[src/rtl/alu_pkg.sv]
// -----------------------------------------------------------------------------
// alu_pkg
// Shared definitions for the ALU datapath and the ALU arbiter:
//   - OP_W            : ALU operation code width (matches alu_ctrl)
//   - ALU_* constants : operation encodings decoded by alu
//   - REQ_EXEC/BRANCH : requester IDs used by alu_arbiter
//   - slot_state_e    : state of the arbiter's single output slot
// -----------------------------------------------------------------------------
package alu_pkg;

    localparam int OP_W = 4;

    // ALU operation encodings; alu decodes exactly these values and returns
    // zero for any other code.
    localparam logic [OP_W-1:0] ALU_ADD  = 4'h0;
    localparam logic [OP_W-1:0] ALU_SUB  = 4'h1;
    localparam logic [OP_W-1:0] ALU_AND  = 4'h2;
    localparam logic [OP_W-1:0] ALU_OR   = 4'h3;
    localparam logic [OP_W-1:0] ALU_XOR  = 4'h4;
    localparam logic [OP_W-1:0] ALU_SLL  = 4'h5;
    localparam logic [OP_W-1:0] ALU_SRL  = 4'h6;
    localparam logic [OP_W-1:0] ALU_SRA  = 4'h7;
    localparam logic [OP_W-1:0] ALU_SLT  = 4'h8;
    localparam logic [OP_W-1:0] ALU_SLTU = 4'h9;

    // Requester identifiers
    localparam logic REQ_EXEC   = 1'b0;
    localparam logic REQ_BRANCH = 1'b1;

    // Output slot occupancy
    typedef enum logic {
        SLOT_EMPTY = 1'b0,
        SLOT_FULL  = 1'b1
    } slot_state_e;

endpackage : alu_pkg

[src/rtl/alu.sv]
// -----------------------------------------------------------------------------
// alu
// Purely combinational integer ALU.
// Ports:
//   in1, in2  : operands (DATA_W)
//   alu_ctrl  : operation code (OP_W), see alu_pkg ALU_* constants
//   res       : result, DATA_W bits with wrap-around
//   z_flg     : 1 when res is all zeros
// Undefined operation codes produce a zero result (and therefore z_flg=1).
// -----------------------------------------------------------------------------
module alu #(
    parameter int DATA_W = 32
) (
    input  logic [DATA_W-1:0]        in1,
    input  logic [DATA_W-1:0]        in2,
    input  logic [alu_pkg::OP_W-1:0] alu_ctrl,
    output logic [DATA_W-1:0]        res,
    output logic                     z_flg
);
    import alu_pkg::*;

    localparam int SH_W = $clog2(DATA_W);

    logic [SH_W-1:0] shamt_s;

    assign shamt_s = in2[SH_W-1:0];

    // Operation decode
    always_comb begin
        res = {DATA_W{1'b0}};
        case (alu_ctrl)
            ALU_ADD:  res = in1 + in2;
            ALU_SUB:  res = in1 - in2;
            ALU_AND:  res = in1 & in2;
            ALU_OR:   res = in1 | in2;
            ALU_XOR:  res = in1 ^ in2;
            ALU_SLL:  res = in1 << shamt_s;
            ALU_SRL:  res = in1 >> shamt_s;
            ALU_SRA:  res = $unsigned($signed(in1) >>> shamt_s);
            ALU_SLT:  res = {{(DATA_W-1){1'b0}}, ($signed(in1) < $signed(in2))};
            ALU_SLTU: res = {{(DATA_W-1){1'b0}}, (in1 < in2)};
            default:  res = {DATA_W{1'b0}};
        endcase
    end

    assign z_flg = (res == {DATA_W{1'b0}});

endmodule : alu

[src/rtl/alu_arbiter.sv]
// -----------------------------------------------------------------------------
// alu_arbiter
// Shares one combinational alu between two requesters (0 = execute path,
// 1 = branch/address-generation path) using round-robin arbitration. The
// granted operation's result and zero flag are captured into a single output
// slot tagged with the requester ID and offered on a valid/ready channel.
// Ports:
//   clk, rst                  : clock, synchronous active-high reset
//   reqN_valid/ready          : request handshake for requester N
//   reqN_a/b/op               : operands and ALU control of requester N
//   rsp_valid/ready           : response handshake
//   rsp_data/zero/id          : registered result, zero flag, requester ID
//   prio_o                    : current round-robin priority (debug)
// -----------------------------------------------------------------------------
module alu_arbiter #(
    parameter int DATA_W = 32,
    parameter int OP_W   = alu_pkg::OP_W
) (
    input  logic              clk,
    input  logic              rst,
    input  logic              req0_valid,
    output logic              req0_ready,
    input  logic [DATA_W-1:0] req0_a,
    input  logic [DATA_W-1:0] req0_b,
    input  logic [OP_W-1:0]   req0_op,
    input  logic              req1_valid,
    output logic              req1_ready,
    input  logic [DATA_W-1:0] req1_a,
    input  logic [DATA_W-1:0] req1_b,
    input  logic [OP_W-1:0]   req1_op,
    output logic              rsp_valid,
    input  logic              rsp_ready,
    output logic [DATA_W-1:0] rsp_data,
    output logic              rsp_zero,
    output logic              rsp_id,
    output logic              prio_o
);
    import alu_pkg::*;

    slot_state_e       state_q, state_d;
    logic [DATA_W-1:0] data_q, data_d;
    logic              zero_q, zero_d;
    logic              id_q, id_d;
    logic              prio_q, prio_d;

    logic              can_accept_s;
    logic              grant_vld_s;
    logic              grant_id_s;
    logic              accept_s;

    logic [DATA_W-1:0] alu_a_s;
    logic [DATA_W-1:0] alu_b_s;
    logic [OP_W-1:0]   alu_op_s;
    logic [DATA_W-1:0] alu_res_s;
    logic              alu_z_s;

    // A new operation fits when the slot is empty or is being drained now.
    assign can_accept_s = (state_q == SLOT_EMPTY) || rsp_ready;

    // Round-robin grant: a lone requester always wins, prio breaks ties
    always_comb begin
        grant_vld_s = 1'b0;
        grant_id_s  = REQ_EXEC;
        case ({req1_valid, req0_valid})
            2'b01: begin
                grant_vld_s = 1'b1;
                grant_id_s  = REQ_EXEC;
            end
            2'b10: begin
                grant_vld_s = 1'b1;
                grant_id_s  = REQ_BRANCH;
            end
            2'b11: begin
                grant_vld_s = 1'b1;
                grant_id_s  = prio_q;
            end
            default: begin
                grant_vld_s = 1'b0;
                grant_id_s  = REQ_EXEC;
            end
        endcase
    end

    assign accept_s   = can_accept_s && grant_vld_s && !rst;
    assign req0_ready = accept_s && (grant_id_s == REQ_EXEC);
    assign req1_ready = accept_s && (grant_id_s == REQ_BRANCH);

    // Operand mux; with no grant requester 0 drives the ALU and the result is unused
    always_comb begin
        if (grant_id_s == REQ_BRANCH) begin
            alu_a_s  = req1_a;
            alu_b_s  = req1_b;
            alu_op_s = req1_op;
        end else begin
            alu_a_s  = req0_a;
            alu_b_s  = req0_b;
            alu_op_s = req0_op;
        end
    end

    alu #(
        .DATA_W (DATA_W)
    ) u_alu (
        .in1      (alu_a_s),
        .in2      (alu_b_s),
        .alu_ctrl (alu_op_s),
        .res      (alu_res_s),
        .z_flg    (alu_z_s)
    );

    // Slot next-state: refill on accept, drain on consume, otherwise hold
    always_comb begin
        state_d = state_q;
        data_d  = data_q;
        zero_d  = zero_q;
        id_d    = id_q;
        prio_d  = prio_q;
        if (accept_s) begin
            state_d = SLOT_FULL;
            data_d  = alu_res_s;
            zero_d  = alu_z_s;
            id_d    = grant_id_s;
            prio_d  = ~grant_id_s;
        end else if ((state_q == SLOT_FULL) && rsp_ready) begin
            // Data registers keep their last value after the slot drains.
            state_d = SLOT_EMPTY;
        end else begin
            state_d = state_q;
        end
    end

    // Slot and priority registers with synchronous reset
    always_ff @(posedge clk) begin
        if (rst) begin
            state_q <= SLOT_EMPTY;
            data_q  <= {DATA_W{1'b0}};
            zero_q  <= 1'b0;
            id_q    <= REQ_EXEC;
            prio_q  <= 1'b0;
        end else begin
            state_q <= state_d;
            data_q  <= data_d;
            zero_q  <= zero_d;
            id_q    <= id_d;
            prio_q  <= prio_d;
        end
    end

    assign rsp_valid = (state_q == SLOT_FULL);
    assign rsp_data  = data_q;
    assign rsp_zero  = zero_q;
    assign rsp_id    = id_q;
    assign prio_o    = prio_q;

endmodule : alu_arbiter

[config.mk]
export PLATFORM = sky130hd
export DESIGN_NAME = alu_arbiter
export DESIGN_NICKNAME = d
export VERILOG_FILES = /design/src/rtl/alu_pkg.sv /design/src/rtl/alu.sv /design/src/rtl/alu_arbiter.sv
export SDC_FILE = /design/constraint.sdc
export NUM_CORES = 1
export LEC_CHECK = 0
export ABC_CLOCK_PERIOD_IN_PS = 5630
export CAP_MARGIN = 30
export CORE_MARGIN = 2
export CORE_UTILIZATION = 40
export DETAILED_ROUTE_END_ITERATION = 10
export PLACE_DENSITY_LB_ADDON = 0.2
export SETUP_SLACK_MARGIN = 0.5
export SLEW_MARGIN = 5
export SYNTH_ARGS = -nofsm -noshare
export SYNTH_HDL_FRONTEND = slang
export SYNTH_SLANG_ARGS = --single-unit
[constraint.sdc]
create_clock -name clk -period 5.63 [get_ports clk]
set_input_delay 1.126 -clock clk [delete_from_list [all_inputs] [get_ports clk]]
set_output_delay 1.126 -clock clk [all_outputs]
set_load 0.02 [all_outputs]
==> summary by stage <==
Detailed routing
The via count is slightly above 20000. The routed length on met2 is 35.72 mm. In the detailed route, the total length drawn on met3 is just over 10 mm. The remaining routing DRC violations is 0. The wire length on met1 is between 30 and 40 mm.

In this run, the number of DRC markers left after iteration 0 of detailed routing was 2820. The routed design has 86.38 mm of wire. In the routed layout, each cell is associated on average with a via count of 6.664. The number of nets still failing antenna checks after routing is 0. The detailed router used layers up to and including met5. The number of detailed-routing iterations run before antenna repair is 6. Dividing the detail-routed wire length by the instance count gives 28.09 um.

Logic synthesis
The most used flip-flop cell after synthesis is dfxtp_1. After synthesis, the netlist uses 107 different library cells. Ranked by total cell area, the synthesized netlist is headed by mux2i_1 (10%), ha_1 (8.5%), nand2_1 (8.5%), dfxtp_1 (5.0%), a21oi_1 (3.9%). The post-synthesis area per instance is 6.695 um^2. In this run, synthesis inferred 0 flip-flops with an integrated enable. Sequential elements use between 5 and 6% of the synthesized area. The count of mapped cells out of synthesis is 2147. The share of synthesized area in the top cell type comes to 10.31%. The synthesized flop and latch total is 36. The net count after synthesis is 2388. The proportion of register bits with asynchronous set or reset after synthesis is 0%. The cell type contributing the most total cell area after synthesis is mux2i_1.

The area of the mapped netlist is approximately 14000 um^2. The yosys synthesis warning count is 0.

Global routing
The number of global-route vias before repair came to between 15000 and 20000. The pin count of the biggest net entering global routing is 72. The initial antenna violation count is 1.

The residual overflow from global routing is 0. The total routing resource utilization after global routing is 43.78%. The first global-routing pass estimated about 130 mm of wire.

Clock tree
The number of clock sinks is 36. The clock tree synthesis step divided the H-tree into 2 levels. The CTS buffer count is 5. The clock slew at the register clock pins of the worst setup and hold paths is 0.06 ns. Clock latency on the worst-skew pair, taken at its later pin, is just under 0.3 ns. The clock tree from TritonCTS is built.

In this run the deepest clock path goes through 2 buffers. The cell sitting at the root of the clock tree is a clkbuf_16.

Worst setup path
Counting both buffers and inverters, the worst setup path holds a total of 7. In this design, the largest share of critical-path delay is due to compound AO/OA/AOI/OAI gates. Among the stages of the critical path, the cell type that occurs most often is buf_4. The maximum fanout along the worst path is 16. The critical path is of the primary input to flop type. STA puts the critical path data required time at 5.83 ns. For this run, the slowest stage of the critical path takes 0.60 ns. The worst setup path is captured at a flop.

The slowest stage cell on the critical path is a222oi_1. The data arrival time of the worst path is 5.32 ns. The signal on the critical path passes through buf_8 -> and2b_4 -> buf_12 -> nor2_4 -> buf_6 -> buf_4 -> buf_4 -> o41ai_2 -> buf_4 -> a222oi_1 -> buf_4 -> o21a_1 -> nand4b_1 -> a221o_1 -> nor4_2 -> nand4_1 -> nor4_2 -> nand4_1 -> o31ai_2. The worst setup path is launched from a primary input.

Timing
The max-slew headroom at the worst pin is 24.57%. For the pin with the worst max-slew slack, the measured transition is approximately 1.1 ns. Clock skew on the completed layout was measured at 0.004911 ns. Derived from the worst setup path, the maximum achievable clock frequency is 0.1953 GHz. The worst path uses 90.93% of the clock period.

The hold violation count in the final report is 0. Summed over all failing endpoints, the final setup total negative slack is 0 ns. For the finished layout, the period the worst path requires is slightly above 5 ns.

Setup repair after global routing could not meet its margin everywhere. The number of max-slew violations in the final report came to 0. The count of endpoints failing setup in the final report is 0.

Run status
The run finished with clean final reports.

Floorplanning
The row count is 69. The die span in y is slightly below 200 um. The die is 193.6 um wide.

The core area is 35480 um^2. The initial core utilization is 40.51%. In this run the count of I/O pins placed on the die edge is approximately 180. The floorplan step defined a die boundary enclosing 37470 um^2.

Cells and area
The area of all placed cells without fillers is 20500 um^2. For this run, the share of the core covered by cells in the final layout is 57.78%. The layout net count is between 2000 and 3000. Counting the fill cells in the layout gives 3457. Cells with a size suffix above 1 make up 26.17% of the layout. The repair_antennas step left the layout with diodes totalling 0. Relative to the synthesized area, the layout overhead comes to 42.63%.

Power and ir drop
The power density over the cells is 184.0 nW/um^2. The worst vdd rail ir drop is 0.1518 mV. The analysis attributes to cell leakage a power of 8.959 nW.

Placement
The count of buffers added on input and output ports is 178. The HPWL after detailed placement is ~70 mm. In this run the cell area measured after placement is a little under 20000 um^2. Routability-driven placement finished with a final weighted congestion of between 1 and 1.5.

Min path
The worst hold path class is flop to flop.

Flow run
The tool flagged a number of max-cap violations equal to 0.
## flip-flops by register name (all words and copies together) (netlist names)
name	flops
rsp_id	1
rsp_data	32
rsp_zero	1
prio_o	1
rsp_valid	1
## synthesized netlist by cell type (all sizes together) (10+ instances only)
master / count
a2111oi: 15
or3: 14
nand4: 68
nor2: 142
and3: 17
nand3: 69
a21o: 12
nor2b: 20
a21oi: 113
mux2i: 148
nor3: 54
o21a: 13
nand2b: 16
o22ai: 15
nand2: 327
o31ai: 35
clkbuf: 82
a211o: 11
ha: 98
o221ai: 15
inv: 103
xnor2: 19
nand4b: 16
o211ai: 70
a221o: 13
a211oi: 38
a22oi: 15
a21boi: 14
a31oi: 25
o21ai: 125
a221oi: 30
mux2: 38
nand3b: 20
buf: 104
or2: 12
dfxtp: 36
o21bai: 11
nor4: 27
and4: 10
## metal layers
layer  GRT usage [%]  vias up
met5               0        -
met4           24.43        4
met3           12.17      357
met2           65.77     1516
met1           56.28     9600
li1                -     9015
## final timing paths
kind / startpoint / end / slack, ns / depth (start not counted)
max: req0_valid / rsp_zero$_SDFFE_PP0P_ / 0.51 / 19
min: rsp_data[6]$_SDFFE_PP0P_ / rsp_data[6]$_SDFFE_PP0P_ / 0.46 / 2
max reg2reg: prio_o$_SDFFE_PP0P_ / rsp_zero$_SDFFE_PP0P_ / 0.79 / 21
min reg2reg: rsp_data[6]$_SDFFE_PP0P_ / rsp_data[6]$_SDFFE_PP0P_ / 0.46 / 2
## cell usage in the layout (no fill, tap or decap), drive strengths merged, types with 12 or more instances in the layout
cell           instances
nor2                 144
mux2i                148
a211oi                38
clkdlybuf4s50        167
o21ai                125
o31ai                 35
nand2                327
a21oi                113
o221ai                15
nand4b                16
mux2                  38
nor2b                 20
nand3b                20
a21boi                14
ha                    98
nor3                  54
a22oi                 15
nand2b                16
xnor2                 19
nand4                 68
nor4                  27
nand3                 69
a221o                 13
a221oi                30
or2                   12
inv                  103
a31oi                 25
dfxtp                 36
and3                  17
buf                  467
o21a                  13
a21o                  12
o211ai                70
or3                   14
a2111oi               15
o22ai                 15
## repair_timing
action / in CTS / in global routing
pin swaps: 12 / 41
resized for setup: 49 / 109
setup endpoints to repair: 16 / 6
gates cloned: 2 / 0
hold endpoints to repair: 0 / 0
buffers inserted: 12 / 23
hold buffers: 0 / 0
## cell families (layout without fill, tap and decap cells)
logic type	Yosys count	after routing	share of synthesized area, %
AO/OA/AOI/OAI	667	667	33.14
XOR/XNOR	21	21	1.280
adder cells (fa/ha/maj)	100	100	8.808
buffers and inverters	292	757	9.131
flip-flops	36	36	5.013
multiplexers	188	188	13.60
AND/OR/NAND/NOR	843	845	29.04
## tightest hold or removal path, stage by stage (launching register included)
cell and delay [ns]:
dfxtp_1 0.31, nand3_1 0.06, nand2_1 0.05
## stage by stage
stage / power [mW] / hold WS [ns] / worst slack, ns / cells
6_report: 3.773 / 0.4585 / 0.5107 / 3075
5_1_grt: 3.935 / 0.4768 / 0.4547 / 3075
4_1_cts: 3.538 / 0.4618 / 0.5087 / 3051
3_3_place_gp: 3.139 / 0.4455 / -0.5776 / 3025
2_1_floorplan: 1.781 / 0.5330 / 0.4319 / 2147
3_5_place_dp: 3.148 / 0.4522 / -0.6043 / 3029
## area by class of cell
cell class | instances | area (um^2) | area share (%)
clock buffers | 6 | 128.9 | 0.6285
repair buffers | 643 | 5570 | 27.17
multi-input cells | 1821 | 13070 | 63.72
flip-flops and latches | 36 | 720.7 | 3.515
clock inverters | 2 | 35.03 | 0.1709
inverters | 106 | 406.6 | 1.983
well taps | 461 | 576.8 | 2.813
## where the power goes
| part | internal [mW] | total [mW] | switching [mW] |
|---|---|---|---|
| clock network | 0.208 | 0.320 | 0.112 |
| registers | 0.290 | 0.309 | 0.0196 |
| logic | 1.33 | 3.14 | 1.82 |
Note: power is estimated with default switching activity, not from simulation.
